## src/rtl/systolic_job_scheduler.sv

```systemverilog
// rtl/systolic_job_scheduler.sv - round-robin job intake, job FIFO and sequencer for the shared systolic controller
// Optional S_RUN watchdog is compiled in when SYS_SCHED_TIMEOUT_EN is defined.
module systolic_job_scheduler #(
   parameter int NUM_REQ     = 2,
   parameter int FIFO_DEPTH  = 4,
   parameter int TAG_W       = 4,
   parameter int TIMEOUT_CYC = 255
) (
   input  logic                         clk,
   input  logic                         rst_n,
   input  logic [NUM_REQ-1:0]           req_valid,
   output logic [NUM_REQ-1:0]           req_ready,
   input  logic [2*NUM_REQ-1:0]         req_mode,
   input  logic [8*NUM_REQ-1:0]         req_rows,
   input  logic [8*NUM_REQ-1:0]         req_acc_addr,
   input  logic [NUM_REQ-1:0]           req_acc_clear,
   input  logic [TAG_W*NUM_REQ-1:0]     req_tag,
   output logic                         sys_start,
   output logic [1:0]                   sys_mode,
   output logic [7:0]                   sys_rows,
   output logic [7:0]                   sys_acc_addr,
   output logic                         sys_acc_clear,
   input  logic                         sys_busy,
   input  logic                         sys_done,
   output logic                         cpl_valid,
   output logic [$clog2(NUM_REQ)-1:0]   cpl_req_id,
   output logic [TAG_W-1:0]             cpl_tag,
   output logic                         cpl_error,
   output logic                         sched_idle
);

   localparam int ID_W  = $clog2(NUM_REQ);
   localparam int PTR_W = $clog2(FIFO_DEPTH);
   localparam int ENT_W = ID_W + TAG_W + 2 + 8 + 8 + 1;

   typedef enum logic [2:0] {S_IDLE, S_CHECK, S_ISSUE, S_RUN, S_CPL} state_t;
   state_t state, state_nxt;

   logic [ID_W-1:0]  rr_ptr;
   logic [ID_W-1:0]  grant_id;
   logic [ID_W-1:0]  scan_id;
   logic [NUM_REQ-1:0] grant;
   logic             push;
   logic             pop;
   logic             fifo_full;
   logic             fifo_empty;
   logic [PTR_W:0]   count;
   logic [PTR_W-1:0] wr_ptr;
   logic [PTR_W-1:0] rd_ptr;
   logic [ENT_W-1:0] mem [FIFO_DEPTH];
   logic [ENT_W-1:0] push_entry;
   logic [ENT_W-1:0] head;

   logic [ID_W-1:0]  h_id;
   logic [TAG_W-1:0] h_tag;
   logic [1:0]       h_mode;
   logic [7:0]       h_rows;
   logic [7:0]       h_addr;
   logic             h_clear;

   logic             load_sys;
   logic             err_set;
   logic             err_val;
   logic             err_q;
   logic             timeout_hit;

   assign fifo_full  = (count == (PTR_W+1)'(FIFO_DEPTH));
   assign fifo_empty = (count == '0);
   assign push       = |grant;
   assign req_ready  = grant;

   // Registered count gates the grant, so a same-cycle pop never frees a slot early
   always_comb begin
      grant    = '0;
      grant_id = '0;
      scan_id  = '0;
      for (int k = 0; k < NUM_REQ; k++) begin
         scan_id = ID_W'((int'(rr_ptr) + k) % NUM_REQ);
         if (!fifo_full && (grant == '0) && req_valid[scan_id]) begin
            grant[scan_id] = 1'b1;
            grant_id       = scan_id;
         end
      end
   end

   always_comb begin
      push_entry = '0;
      for (int i = 0; i < NUM_REQ; i++) begin
         if (grant[i])
            push_entry = {ID_W'(i), req_tag[i*TAG_W +: TAG_W], req_mode[i*2 +: 2],
                          req_rows[i*8 +: 8], req_acc_addr[i*8 +: 8], req_acc_clear[i]};
      end
   end

   always_ff @(posedge clk or negedge rst_n) begin
      if (!rst_n)
         rr_ptr <= '0;
      else if (push)
         rr_ptr <= (int'(grant_id) == NUM_REQ - 1) ? '0 : grant_id + 1'b1;
   end

   always_ff @(posedge clk or negedge rst_n) begin
      if (!rst_n) begin
         wr_ptr <= '0;
         rd_ptr <= '0;
         count  <= '0;
      end else begin
         if (push)
            wr_ptr <= wr_ptr + 1'b1;
         if (pop)
            rd_ptr <= rd_ptr + 1'b1;
         if (push && !pop)
            count <= count + 1'b1;
         else if (pop && !push)
            count <= count - 1'b1;
      end
   end

   always_ff @(posedge clk) begin
      if (push)
         mem[wr_ptr] <= push_entry;
   end

   assign head = mem[rd_ptr];
   assign {h_id, h_tag, h_mode, h_rows, h_addr, h_clear} = head;

`ifdef SYS_SCHED_TIMEOUT_EN
   logic [15:0] wd_cnt;

   always_ff @(posedge clk or negedge rst_n) begin
      if (!rst_n)
         wd_cnt <= '0;
      else if (state == S_ISSUE)
         wd_cnt <= '0;
      else if (state == S_RUN)
         wd_cnt <= wd_cnt + 16'd1;
   end

   // wd_cnt reaches TIMEOUT_CYC on the edge that leaves S_RUN
   assign timeout_hit = (state == S_RUN) && (wd_cnt == 16'(TIMEOUT_CYC - 1));
`else
   assign timeout_hit = 1'b0;
`endif

   always_ff @(posedge clk or negedge rst_n) begin
      if (!rst_n)
         state <= S_IDLE;
      else
         state <= state_nxt;
   end

   always_comb begin
      state_nxt = state;
      pop       = 1'b0;
      load_sys  = 1'b0;
      err_set   = 1'b0;
      err_val   = 1'b0;
      case (state)
         S_IDLE: begin
            if (!fifo_empty && !sys_busy)
               state_nxt = S_CHECK;
         end
         S_CHECK: begin
            err_set = 1'b1;
            if ((h_rows == 8'd0) || (h_mode == 2'b11)) begin
               err_val   = 1'b1;
               state_nxt = S_CPL;
            end else begin
               load_sys  = 1'b1;
               state_nxt = S_ISSUE;
            end
         end
         S_ISSUE: state_nxt = S_RUN;
         S_RUN: begin
            if (sys_done) begin
               err_set   = 1'b1;
               state_nxt = S_CPL;
            end else if (timeout_hit) begin
               err_set   = 1'b1;
               err_val   = 1'b1;
               state_nxt = S_CPL;
            end
         end
         S_CPL: begin
            pop       = 1'b1;
            state_nxt = S_IDLE;
         end
         default: state_nxt = S_IDLE;
      endcase
   end

   always_ff @(posedge clk or negedge rst_n) begin
      if (!rst_n) begin
         sys_mode      <= '0;
         sys_rows      <= '0;
         sys_acc_addr  <= '0;
         sys_acc_clear <= 1'b0;
         err_q         <= 1'b0;
      end else begin
         if (load_sys) begin
            sys_mode      <= h_mode;
            sys_rows      <= h_rows;
            sys_acc_addr  <= h_addr;
            sys_acc_clear <= h_clear;
         end
         if (err_set)
            err_q <= err_val;
      end
   end

   assign sys_start  = (state == S_ISSUE);
   assign cpl_valid  = (state == S_CPL);
   assign cpl_req_id = cpl_valid ? h_id : '0;
   assign cpl_tag    = cpl_valid ? h_tag : '0;
   assign cpl_error  = cpl_valid & err_q;
   assign sched_idle = fifo_empty && (state == S_IDLE);

endmodule

```

## config.mk

```make
export PLATFORM = sky130hd
export DESIGN_NAME = systolic_job_scheduler
export DESIGN_NICKNAME = d
export VERILOG_FILES = /design/src/rtl/systolic_job_scheduler.sv
export SDC_FILE = /design/constraint.sdc
export NUM_CORES = 1
export LEC_CHECK = 0
export CAP_MARGIN = 20
export CORE_MARGIN = 5
export CORE_UTILIZATION = 45
export DETAILED_ROUTE_END_ITERATION = 8
export PLACE_DENSITY = 0.69
export RECOVER_POWER = 50
export SYNTH_ARGS = -nofsm -noshare
export SYNTH_HDL_FRONTEND = slang
export SYNTH_SLANG_ARGS = --single-unit
```

## constraint.sdc

```tcl
create_clock -name clk -period 3.3 [get_ports clk]
set_clock_uncertainty 0.1 [all_clocks]
set_input_delay 0.33 -clock clk [delete_from_list [all_inputs] [get_ports clk]]
set_output_delay 0.33 -clock clk [all_outputs]
set_load 0.03 [all_outputs]
```

==> results of run 1 <==
## logic make-up after synthesis
group	Yosys count	synth area share
AO/OA/AOI/OAI	37	0.0559
XOR/XNOR	6	0.0100
adder cells (fa/ha/maj)	6	0.0158
buffers and inverters	20	0.0227
flip-flops	127	0.698
multiplexers	44	0.168
AND/OR/NAND/NOR	28	0.0291
## flip-flops by register name, summed over array words and instances (netlist names), named ones only
register	count
sys_mode	2
sys_acc_addr	8
sys_acc_clear	1
wr_ptr	2
rd_ptr	2
sys_rows	8
mem	96
count	3
err_q	1
state	3
## power by group
group | internal, mW | switching (mW) | total [mW]
clock | 1.20 | 0.710 | 1.91
combinational | 1.20 | 1.30 | 2.50
sequential | 2.46 | 0.256 | 2.72
## layer usage
metal / GRT usage / vias to the layer above / wire, um
met1: 0.202 / 1433 / 4440
met4: 0.0516 / 0 / 93
met5: 0 / - / 0
met2: 0.266 / 94 / 5350
met3: 0.0557 / 8 / 704
li1: - / 1292 / -
## metrics by stage
step | total power, mW | util | worst slack, ns | instances | area, um2
after floorplan | 4.44 | - | 0.941 | 268 | 5240
after global placement | 5.24 | 0.550 | 0.419 | 491 | 6280
after detailed placement | 5.32 | 0.550 | 0.354 | 491 | 6280
after CTS | 7.27 | 0.604 | 0.0916 | 523 | 6900
after global routing | 7.50 | 0.602 | 0.00106 | 523 | 6880
final | 7.13 | 0.602 | 0.133 | 523 | 6880
## worst register-to-register path: stages (launching register included)
cell	delay [ns]
dfrtp_1	0.40
buf_4	0.33
mux4_1	0.63
nor4_1	0.60
a21oi_4	0.36
mux2_4	0.39
## worst min path at each step
| stage | endpoint | cells after the start | slack (ns) | from |
|---|---|---|---|---|
| after floorplan | asynchronous set/reset pin | 0 | -0.07 | rst_n |
| after global placement | count[2] | 1 | 0.38 | count[2] |
| after detailed placement | count[2] | 1 | 0.39 | count[2] |
| after CTS | sys_acc_addr[6] | 2 | 0.24 | rst_n |
| after global routing | sys_rows[0] | 1 | 0.42 | sys_rows[0] |
| final | sys_rows[3] | 1 | 0.40 | sys_rows[3] |
## layout by cell type, fill, tap and decap left out, types with 2 or more instances in the layout
master	count
inv_1	6
nor3_1	3
buf_4	6
xnor2_1	4
xor2_1	2
edfxtp_1	96
inv_6	3
a22o_1	23
dlygate4sd3_1	20
clkbuf_1	5
nand2_1	5
o21ai_0	2
nor2_1	4
mux4_1	12
mux2_4	19
bufinv_16	3
clkinv_4	4
and2_0	4
dfrtp_1	31
nor4_1	2
ha_1	5
clkdlybuf4s50_1	61
a21oi_1	3
a211oi_1	2
clkinvlp_4	3
buf_12	3
and3_1	6
clkbuf_16	17
mux4_2	12
## area by class of cell
cell class                      instances  area (um2)
Timing Repair Buffer                   94         931
Sequential cell                       127        3660
Multi-Input combinational cell        121        1470
Inverter                                6        22.5
Clock inverter                         14         185
Clock buffer                           18         429
Fill cell                             849        4540
Tap cell                              143         179
==> flow_summary.ini, run 1 <==
[layout]
syn_to_final_growth_pct = 31.3
fin_nets = 425
drive_above_1_share = 0.197
n_antenna_cell = 0

[synthesis]
yosysWarnings = 0
ys.flop_type = edfxtp_1
synth-seq-area-share = 0.698
synth_top_area_frac = 0.550
synth-async-reset-ratio = 0.244
synth_edf_count = 96
synth_most_common_cell = edfxtp_1
syn_area_per_cell_um2 = 19.6
synthTopCellsByArea = edfxtp_1 55%, dfrtp_1 15%, mux4_1 6.0%
synth_common_cells = 96 x edfxtp_1, 31 x dfrtp_1, 23 x a22o_1, 19 x mux2_4
synth_cell_type_count = 37
netlist_instances = 268
synth_top_cell_by_area = edfxtp_1
syn_nets = 326
netlist_area_um2 = 5240
ys_ff_latch = 127

[clocking]
hold_buffers = 0
cts_resized = 0
cts_setup_buffers = 0
htree_levels = 4
cts_tree = yes
root_buffer = clkbuf_16
clk_path_buf_depth = 2
cts_sinks = 127
clkSlewWorstSetupHoldPaths_ns = 0.06
cts_inserted_buffers = 17
clkLatencyLatePin_ns = 0.40

[timing]
maxSlewViolCount = 32
finalCriticalPeriod_ns = 3.17
hold_viol_final = 0
setup_tns_ns = 0
max_freq_ghz = 0.316
relSlewSlack = -0.226
setup-violations-final = 0
worst_pin_slew_ns = 1.84
period_share = 0.960
holdWs_ns = 0.405
rsz0062_at_grt = false

[pwr]
p_leak_nw = 2.58
ir_worst_vdd_mv = 0.567
powerDensity_nw_per_um2 = 1040

[critical_path]
critPathTopFamily = buffers and inverters
cpMostUsedCell = buf_4
crit_type = register to output pin
crit_chain = buf_4 -> buf_4 -> mux4_2 -> and3_1 -> clkdlybuf4s50_1
worst_ep_arrival_time_ns = 2.74
r2r_end = sys_acc_addr[2]
crit_path_max_incr_delay_ns = 0.59
critPathCaptureType = output pin
crit_required_ns = 2.87
cp_num_buf_inv = 3
ff2ff_path_depth = 5
worst-path-stages = 5
critPathCapture = cpl_tag[1]
critPathLaunchType = register
rrSetupSlack_ns = 0.35
cp_max_fo = 17
crit_start = rd_ptr[0]
crit_slowest_cell = clkdlybuf4s50_1
r2r_start = rd_ptr[0]

[floorplan]
die_width_um = 118
die_h_um = 118
num_io_pins = 82
start_util = 0.459
core.rowCount = 39
core_um2 = 11400
die_area_um2 = 13900

[place]
dpl.hpwl_mm = 6.77
place.port_buffers = 81
gp_congestion = 0.687

[run_status]
outcome = finished, violations left
violations = capacitance limit, slew limit

[route]
ant_nets = 0
vias = 2827
drtPass1Iterations = 4
wire_per_inst_um = 20.2
via_per_inst = 5.41
totalWireLength_mm = 10.6
drc_errors = 0
drt_iter0_drc = 275

[hold_path]
min_path_type = register to register

[global_route]
grt_pass1_wl_mm = 17.0
grt_pass1_vias = 3018
grt.overflow.total = 0
antenna_found_initial = 0
grt_start_max_net_pins = 32
grt_usage = 0.162

[flow_run]
max_cap_viol_count = 1
No activity file was read; power rests on OpenSTA's default activity.
==> run 2, diff against run 1 <==
--- a/config.mk
+++ b/config.mk
@@ -5,10 +5,13 @@
 export SDC_FILE = /design/constraint.sdc
 export NUM_CORES = 1
 export LEC_CHECK = 0
+export ABC_CLOCK_PERIOD_IN_PS = 3300
 export CAP_MARGIN = 20
 export CORE_MARGIN = 5
 export CORE_UTILIZATION = 45
+export CTS_BUF_LIST = sky130_fd_sc_hd__clkbuf_4 sky130_fd_sc_hd__clkbuf_8
 export DETAILED_ROUTE_END_ITERATION = 8
+export MAX_ROUTING_LAYER = met4
 export PLACE_DENSITY = 0.69
 export RECOVER_POWER = 50
 export SYNTH_ARGS = -nofsm -noshare
==> run 2 against run 1 <==
- cell area fell by 2.7%
- flip-flop and latch count did not move
- clock power fell by 26%
- maximum frequency rose by 1.8%
- register-to-register slack improved by 0.07 ns
- via count fell by 0.74%
- largest cell class unchanged
- critical path depth did not move
- critical path type unchanged
- the flow still finishes with violations (capacitance limit, slew limit)
- worst hold slack got worse by 0.0023 ns
- first-iteration DRC count fell by 25%
==> flow_summary.ini, run 2 (same netlist as run 1, synthesis figures left out) <==
[timing]
setup_tns_ns = 0
maxSlewViolCount = 32
worst_pin_slew_ns = 1.77
max_freq_ghz = 0.322
setup-violations-final = 0
relSlewSlack = -0.182
period_share = 0.942
finalCriticalPeriod_ns = 3.11
rsz0062_at_grt = false
hold_viol_final = 0

[layout]
largest-register = mem
top_regs = mem: 96 flops, sys_acc_addr: 8 flops, sys_rows: 8 flops
syn_to_final_growth_pct = 27.8
largest_reg_flops = 96
n_antenna_cell = 0
drive_above_1_share = 0.200
mostFrequentLayoutCell = edfxtp_1
mostFrequentLayoutCells = 96 x edfxtp_1, 61 x clkdlybuf4s50_1, 31 x dfrtp_1
fin_nets = 425
fin_util = 0.586

[global_route]
grt_start_max_net_pins = 32
grt_usage = 0.158
grt_pass1_wl_mm = 16.3
grt.overflow.total = 0
grt_pass1_vias = 3017
antenna_found_initial = 0

[clocking]
clk_path_buf_depth = 2
cts_tree = yes
cts_sinks = 127
cts_inserted_buffers = 17
htree_levels = 4
clkLatencyLatePin_ns = 0.43
root_buffer = clkbuf_8
clkSlewWorstSetupHoldPaths_ns = 0.07

[route]
drtPass1Iterations = 4
vias = 2806
totalWireLength_mm = 10.1
via_per_inst = 5.37
ant_nets = 0
drt_iter0_drc = 207
drc_errors = 0
wire_per_inst_um = 19.4

[pwr]
total_power_mw = 6.60
p_leak_nw = 2.50
ir_worst_vdd_mv = 0.583
powerDensity_nw_per_um2 = 986

[critical_path]
cp_max_fo = 17
crit_chain = buf_6 -> buf_4 -> mux4_2 -> and3_1 -> clkdlybuf4s50_1
cp_num_buf_inv = 3
crit_slowest_cell = clkdlybuf4s50_1
crit_type = register to output pin
critPathTopFamily = buffers and inverters
worst_ep_arrival_time_ns = 2.68
crit_required_ns = 2.87
critPathLaunchType = register
crit_path_max_incr_delay_ns = 0.59
critPathCaptureType = output pin

[floorplan]
core_um2 = 11400
die_width_um = 118
core.rowCount = 39
die_h_um = 118
die_area_um2 = 13900
start_util = 0.459
num_io_pins = 82

[place]
place.port_buffers = 81
gp_congestion = 0.694
dpl.hpwl_mm = 6.77

[run_status]
violations = capacitance limit, slew limit
outcome = finished, violations left

[hold_path]
min_path_type = register to register

[flow_run]
max_cap_viol_count = 1
run 2: area by class of cell:
class / count / area [um2]
Clock buffer: 18 / 241
Sequential cell: 127 / 3660
Fill cell: 876 / 4720
Timing Repair Buffer: 94 / 935
Tap cell: 143 / 179
Clock inverter: 14 / 185
Inverter: 6 / 22.5
Multi-Input combinational cell: 121 / 1470
run 2: repair_timing:
action	4_1_cts	5_1_grt
hold buffers	0	0
setup buffers	0	0
setup endpoints to repair	0	4
gates resized for setup	0	1
endpoints found under the hold margin	0	0
run 2: path summary, 6_finish.rpt:
check | from | end | slack [ns] | cells past startpoint
max | rd_ptr[0] | cpl_tag[1] | 0.19 | 5
min | count[2] | count[2] | 0.40 | 1
max reg2reg | rd_ptr[0] | sys_acc_addr[2] | 0.42 | 5
min reg2reg | count[2] | count[2] | 0.40 | 1
max in group asynchronous | rst_n | sys_acc_addr[5] | 1.26 | 2
min in group asynchronous | rst_n | sys_acc_addr[6] | 0.80 | 2
run 2: through the flow:
| stage | instance area (um2) | hold WS (ns) | cells | setup slack (ns) |
|---|---|---|---|---|
| global placement | 6280 | 0.383 | 491 | 0.419 |
| floorplan | 5240 | -0.0656 | 268 | 0.941 |
| detailed placement | 6280 | 0.388 | 491 | 0.354 |
| finish | 6700 | 0.402 | 523 | 0.191 |
| CTS | 6710 | 0.204 | 523 | 0.0508 |
| global route | 6700 | 0.412 | 523 | 0.0476 |
run 2: power breakdown:
group | total, mW | internal [mW] | switching (mW)
Sequential | 2.70 | 2.46 | 0.244
Combinational | 2.49 | 1.20 | 1.29
Clock | 1.41 | 0.772 | 0.642
run 2: metal layers:
| layer | track usage | share of wire | vias up |
|---|---|---|---|
| met1 | 0.196 | 0.44 | 1428 |
| met2 | 0.253 | 0.51 | 76 |
| met5 | - | 0 | - |
| met4 | 0.0602 | 0.013 | 0 |
| li1 | - | - | 1289 |
| met3 | 0.0404 | 0.040 | 13 |
